`config.mk`:
```
export PLATFORM = sky130hd
export DESIGN_NAME = sobel_window_ctrl
export DESIGN_NICKNAME = d
export VERILOG_FILES = /design/src/rtl/sobel_window_ctrl.sv
export SDC_FILE = /design/constraint.sdc
export NUM_CORES = 1
export LEC_CHECK = 0
export ABC_AREA = 1
export CORE_MARGIN = 2
export CORE_UTILIZATION = 55
export CTS_BUF_LIST = sky130_fd_sc_hd__clkbuf_4
export DETAILED_ROUTE_END_ITERATION = 12
export PLACE_DENSITY = 0.72
export SYNTH_ARGS = -nofsm -noshare
export SYNTH_HDL_FRONTEND = slang
export SYNTH_SLANG_ARGS = --single-unit
```
`constraint.sdc`:
```
create_clock -name clk_i -period 7.5 [get_ports clk_i]
set_input_delay 1.125 -clock clk_i [delete_from_list [all_inputs] [get_ports clk_i]]
set_output_delay 1.125 -clock clk_i [all_outputs]
set_load 0.01 [all_outputs]
```
`src/rtl/sobel_window_ctrl.sv`:
```
// Window sequencer for the Sobel datapath: walks every 3x3 window of a raster image,
// fetches its nine taps, runs the core and stores each result at the window index.
module sobel_window_ctrl #(
   parameter int unsigned img_width  = 225,
   parameter int unsigned img_height = 225,
   parameter int unsigned addr_width = 16
) (
   input  logic                  clk_i,
   input  logic                  reset_i,
   input  logic                  start_i,
   output logic                  rd_en_o,
   output logic [addr_width-1:0] rd_addr_o,
   output logic                  tap_we_o,
   output logic [3:0]            tap_sel_o,
   output logic                  core_start_o,
   input  logic                  core_done_i,
   output logic                  wr_en_o,
   output logic [addr_width-1:0] wr_addr_o,
   output logic                  busy_o,
   output logic                  done_o
);

   typedef logic [addr_width-1:0] addr_t;

   localparam addr_t W     = addr_t'(img_width);
   localparam addr_t W1    = addr_t'(img_width + 1);
   localparam addr_t W2    = addr_t'(img_width + 2);
   localparam addr_t W20   = addr_t'(2 * img_width);
   localparam addr_t W21   = addr_t'(2 * img_width + 1);
   localparam addr_t W22   = addr_t'(2 * img_width + 2);
   localparam addr_t CLast = addr_t'(img_width - 3);
   localparam addr_t RLast = addr_t'(img_height - 3);

   typedef enum logic [2:0] {
      StIdle,
      StFetch,
      StLoad,
      StStart,
      StWait,
      StWrite,
      StDone
   } state_e;

   state_e     state_q, state_d;
   logic [3:0] k_q, k_d;
   addr_t      r_q, r_d;
   addr_t      c_q, c_d;
   addr_t      base_q, base_d;
   addr_t      widx_q, widx_d;
   addr_t      tap_off;

   logic       rd_en_q, rd_en_d;
   addr_t      rd_addr_q, rd_addr_d;
   logic       tap_we_q, tap_we_d;
   logic [3:0] tap_sel_q, tap_sel_d;
   logic       core_start_q, core_start_d;
   logic       wr_en_q, wr_en_d;
   addr_t      wr_addr_q, wr_addr_d;
   logic       busy_q, busy_d;
   logic       done_q, done_d;

   always_comb begin
      state_d = state_q;
      k_d     = k_q;
      r_d     = r_q;
      c_d     = c_q;
      base_d  = base_q;
      widx_d  = widx_q;
      unique case (state_q)
         StIdle, StDone: begin
            if (start_i) begin
               state_d = StFetch;
               k_d     = 4'd0;
               r_d     = '0;
               c_d     = '0;
               base_d  = '0;
               widx_d  = '0;
            end
         end
         StFetch: begin
            if (k_q == 4'd8) begin
               state_d = StLoad;
               k_d     = 4'd0;
            end else begin
               k_d = k_q + 4'd1;
            end
         end
         StLoad:  state_d = StStart;
         StStart: state_d = StWait;
         StWait: begin
            if (core_done_i) state_d = StWrite;
         end
         StWrite: begin
            if (r_q == RLast && c_q == CLast) begin
               state_d = StDone;
            end else begin
               state_d = StFetch;
               widx_d  = widx_q + addr_t'(1);
               if (c_q < CLast) begin
                  c_d    = c_q + addr_t'(1);
                  base_d = base_q + addr_t'(1);
               end else begin
                  // Row wrap skips the two columns that cannot host a window.
                  c_d    = '0;
                  r_d    = r_q + addr_t'(1);
                  base_d = base_q + addr_t'(3);
               end
            end
         end
         default: state_d = StIdle;
      endcase
   end

   always_comb begin
      case (k_d)
         4'd0:    tap_off = '0;
         4'd1:    tap_off = addr_t'(1);
         4'd2:    tap_off = addr_t'(2);
         4'd3:    tap_off = W;
         4'd4:    tap_off = W1;
         4'd5:    tap_off = W2;
         4'd6:    tap_off = W20;
         4'd7:    tap_off = W21;
         4'd8:    tap_off = W22;
         default: tap_off = '0;
      endcase
   end

   // Outputs are decoded from the next state so every port comes straight from a flop.
   always_comb begin
      rd_en_d      = (state_d == StFetch);
      rd_addr_d    = rd_en_d ? base_d + tap_off : '0;
      tap_we_d     = rd_en_q;
      tap_sel_d    = rd_en_q ? k_q : 4'd0;
      core_start_d = (state_d == StStart);
      wr_en_d      = (state_d == StWrite);
      wr_addr_d    = wr_en_d ? widx_d : '0;
      busy_d       = (state_d != StIdle) && (state_d != StDone);
      done_d       = (state_d == StDone);
   end

   always_ff @(posedge clk_i or posedge reset_i) begin
      if (reset_i) begin
         state_q      <= StIdle;
         k_q          <= 4'd0;
         r_q          <= '0;
         c_q          <= '0;
         base_q       <= '0;
         widx_q       <= '0;
         rd_en_q      <= 1'b0;
         rd_addr_q    <= '0;
         tap_we_q     <= 1'b0;
         tap_sel_q    <= 4'd0;
         core_start_q <= 1'b0;
         wr_en_q      <= 1'b0;
         wr_addr_q    <= '0;
         busy_q       <= 1'b0;
         done_q       <= 1'b0;
      end else begin
         state_q      <= state_d;
         k_q          <= k_d;
         r_q          <= r_d;
         c_q          <= c_d;
         base_q       <= base_d;
         widx_q       <= widx_d;
         rd_en_q      <= rd_en_d;
         rd_addr_q    <= rd_addr_d;
         tap_we_q     <= tap_we_d;
         tap_sel_q    <= tap_sel_d;
         core_start_q <= core_start_d;
         wr_en_q      <= wr_en_d;
         wr_addr_q    <= wr_addr_d;
         busy_q       <= busy_d;
         done_q       <= done_d;
      end
   end

   assign rd_en_o      = rd_en_q;
   assign rd_addr_o    = rd_addr_q;
   assign tap_we_o     = tap_we_q;
   assign tap_sel_o    = tap_sel_q;
   assign core_start_o = core_start_q;
   assign wr_en_o      = wr_en_q;
   assign wr_addr_o    = wr_addr_q;
   assign busy_o       = busy_q;
   assign done_o       = done_q;

endmodule

```
==> metrics.csv <==
stage,metric,value,unit
status,status,"finished, final reports clean",
critical_path,cells along the critical path,"clkdlybuf4s50_1, nand4_2, buf_4, inv_2, nor2_4, inv_2, nand2_2, inv_1, o21ai_0, nand2_1, inv_1, ha_1, a21oi_1, nor2_1, a211oi_1, nand2_1, nand3_1, clkinv_1, o21ai_1, a21oi_1",
global_routing,first-pass GRT wire length,23380,um
hold_path,hold path depth,0,
final_layout,antenna cell count,0,
global_routing,final global-route overflow total,0,
pwr,leakage power,3.421,nW
critical_path,Setup Crit Path Kind,primary input to flip-flop,
die,Die H,109.0,um
critical_path,CP Data Arrival Time,4830,ps
die,io pins,46,
yosys,Synth top area share,46.66,%
sta,Final Skew,15.12,ps
pwr,Max rail drop VDD,0.2612,mV
sta,measured slew at the worst slew-check pin,779.8,ps
critical_path,Worst EP required,7940,ps
critical_path,crit path capture type,flip-flop,
critical_path,Reg2Reg Depth,18,
yosys,sequential fraction of the synthesis area,46.66,%
yosys,Synth Area per Inst,7.701,um2
sta,unrepaired setup endpoints after global routing,no,
sta,fin. max-slew vios,0,
yosys,Synthesis Warnings,0,
yosys,gate count of the mapped netlist,787,
yosys,Post-synth EDFFs,0,
yosys,synth unique cells,46,
pwr,overall power,1.985,mW
route,total wire length,13950,um
pwr,Cell Pwr Density,288.4,nW/um2
global_routing,vias in the first global route,5063,
yosys,Mapped Area,6061,um2
die,Initial Utilization,56.16,%
yosys,Mapped Nets,808,
yosys,Main synth FF type,dfrtp_1,
clock_tree,root buf cell,clkbuf_4,
route,via count,5248,
yosys,Synth area leaders,"dfrtp_1 47%, nand2_1 12%, nor2_1 6.3%",
final_layout,fin nets,863,
final_layout,Layout Cells excl Fill,995,
clock_tree,total CTS buffers,17,
critical_path,crit-path max cell delay,600,ps
clock_tree,# hold bufs at CTS,0,
sta,Setup TNS,0,ps
placed_design,# placed instances,963,
yosys,post-synth top area cell,dfrtp_1,
clock_tree,CTS sink count,113,
global_routing,GR Util All Layers,25.91,%
route,routed vias/inst,5.274,
critical_path,critical path's slowest cell,clkdlybuf4s50_1,
final_layout,fillers,922,
yosys,Synth async-reset ratio,100.0,%
global_routing,met3 GRT Util,8.249,%
sta,Tcrit/Tclk final,58.59,%
global_routing,initial antenna violation count,0,
placed_design,dpl hpwl,10130,um
sta,Setup-failing EPs final,0,
global_routing,met1 Track Usage GR,33.44,%
placed_design,Final GP Congestion,0.9043,
yosys,Synth Register Bits,113,
sta,slew margin rel.,48.01,%
placed_design,IO buf count,45,
die,Row Count,38,
yosys,"count leader, synth",nand2_1,
route,1st-iter DRT viols,368,
clock_tree,htree depth,4,
route,detailed-route DRC error count,0,
yosys,Post-synth top cells,"193 x nand2_1, 113 x dfrtp_1, 102 x nor2_1, 100 x inv_1, 54 x nand3_1",
hold_path,Hold WC Path Type,flip-flop to flip-flop,
route,DR WL/cell,14.02,um
final_layout,Reg area,2828,um2
global_routing,GRT met2 Usage,41.53,%
final_layout,Syn-to-layout area delta,13.58,%
route,DRT antenna net count,0,
clock_tree,"Setup Fix Bufs, Post-CTS",0,
global_routing,largest net degree at the start of global routing,64,
clock_tree,clock-pin slew on the worst setup and hold paths,100,ps
route,drt first pass iters,5,
sta,fmax,227.6,MHz
sta,Fin. Hold Viols,0,
clock_tree,CTS max path bufs,2,
clock_tree,# resized after CTS,0,
final_layout,share of post-route cells with drive strength above 1,9.123,%
global_routing,GR peak layer,met2,
die,die area,11880,um2
job,maxcap violations,0,
critical_path,nature of the critical path startpoint,primary input,
die,Core Box Area,10790,um2
clock_tree,latest clock arrival within the worst-skew pair,560,ps
final_layout,area occupied by multi-input gates,2746,um2
die,Die W,109.0,um
critical_path,crit path max fanout,20,
sta,min cycle time layout,4395,ps
clock_tree,TritonCTS clock tree,yes,
==> final timing paths <==
check	start	end	slack, ps
worst max-delay path	start_i	rd_addr_o[11]$_DFF_PP0_	3110
worst max register to register	state_q[0]$_DFF_PP0_	rd_addr_o[11]$_DFF_PP0_	3510
max in group asynchronous	reset_i	base_q[3]$_DFF_PP0_	5280
worst min-delay path	rd_en_o$_DFF_PP0_	tap_we_o$_DFF_PP0_	490
min in group asynchronous	reset_i	wr_addr_o[14]$_DFF_PP0_	1000
worst min register to register	rd_en_o$_DFF_PP0_	tap_we_o$_DFF_PP0_	490
==> per-layer routing <==
| metal | vias up | share of wire [%] |
|---|---|---|
| met5 | - | 0 |
| met4 | 0 | 1.3 |
| li1 | 2628 | - |
| met1 | 2482 | 47 |
| met2 | 121 | 48 |
| met3 | 17 | 4.5 |
==> logic make-up after synthesis <==
group	Yosys count	synth area share [%]
AND/OR/NAND/NOR	411	30.16
buffers and inverters	125	8.030
AO/OA/AOI/OAI	117	10.82
XOR/XNOR	4	0.5780
flip-flops	113	46.66
adder cells (fa/ha/maj)	17	3.757
==> critical path: cells and delay by family <==
kind / cells / cell delay (ps)
adders and majority gates: 1 / 360
buffers and inverters: 7 / 1740
AOI/OAI and AO/OA: 5 / 730
and+or+nand+nor: 7 / 840
==> registers in the layout (all words and copies together) (netlist names) <==
name and flops:
widx_q 16, k_q 4, rd_en_o 1, r_q 16, c_q 16, rd_addr_o 16
base_q 16, wr_en_o 1, state_q 3, tap_we_o 1, done_o 1, core_start_o 1
tap_sel_o 4, wr_addr_o 16, busy_o 1
==> metrics by stage <==
stage	setup slack (ps)	hold WS [ps]	area, um2	utilization, %
floorplan	3388	446.5	6061	-
global placement	2761	471.4	6645	61.57
detailed placement	2577	478.5	6645	61.57
CTS	3209	499.3	6884	63.78
global route	2785	530.4	6884	63.78
finish	3105	492.7	6884	63.78
==> final cells by class <==
| type | instances | area share (%) |
|---|---|---|
| inverter | 114 | 6.252 |
| tap | 140 | 2.545 |
| clock inverter | 9 | 0.9633 |
| timing repair buffer | 47 | 6.761 |
| sequential | 113 | 41.08 |
| multi-input combinational | 549 | 39.89 |
| clock buffer | 23 | 2.508 |
==> power breakdown <==
part           internal [mW]  total, mW  leakage (nW)  switching [mW]
registers              0.690      0.761          1.55          0.0708
clock network          0.180      0.401         0.144           0.221
logic                  0.277      0.822          1.73           0.545
==> cell usage in the layout, fill, tap and decap left out, types with 12 or more instances in the layout <==
cell type / n
nand3_1: 54
o21ai_0: 46
clkbuf_4: 23
clkdlybuf4s50_1: 45
inv_1: 99
inv_2: 12
nor2_1: 102
nor3_1: 17
nand2_2: 13
ha_1: 15
nand2_1: 193
dfrtp_1: 113
a21oi_1: 47
(Power assumes the default switching activity.)
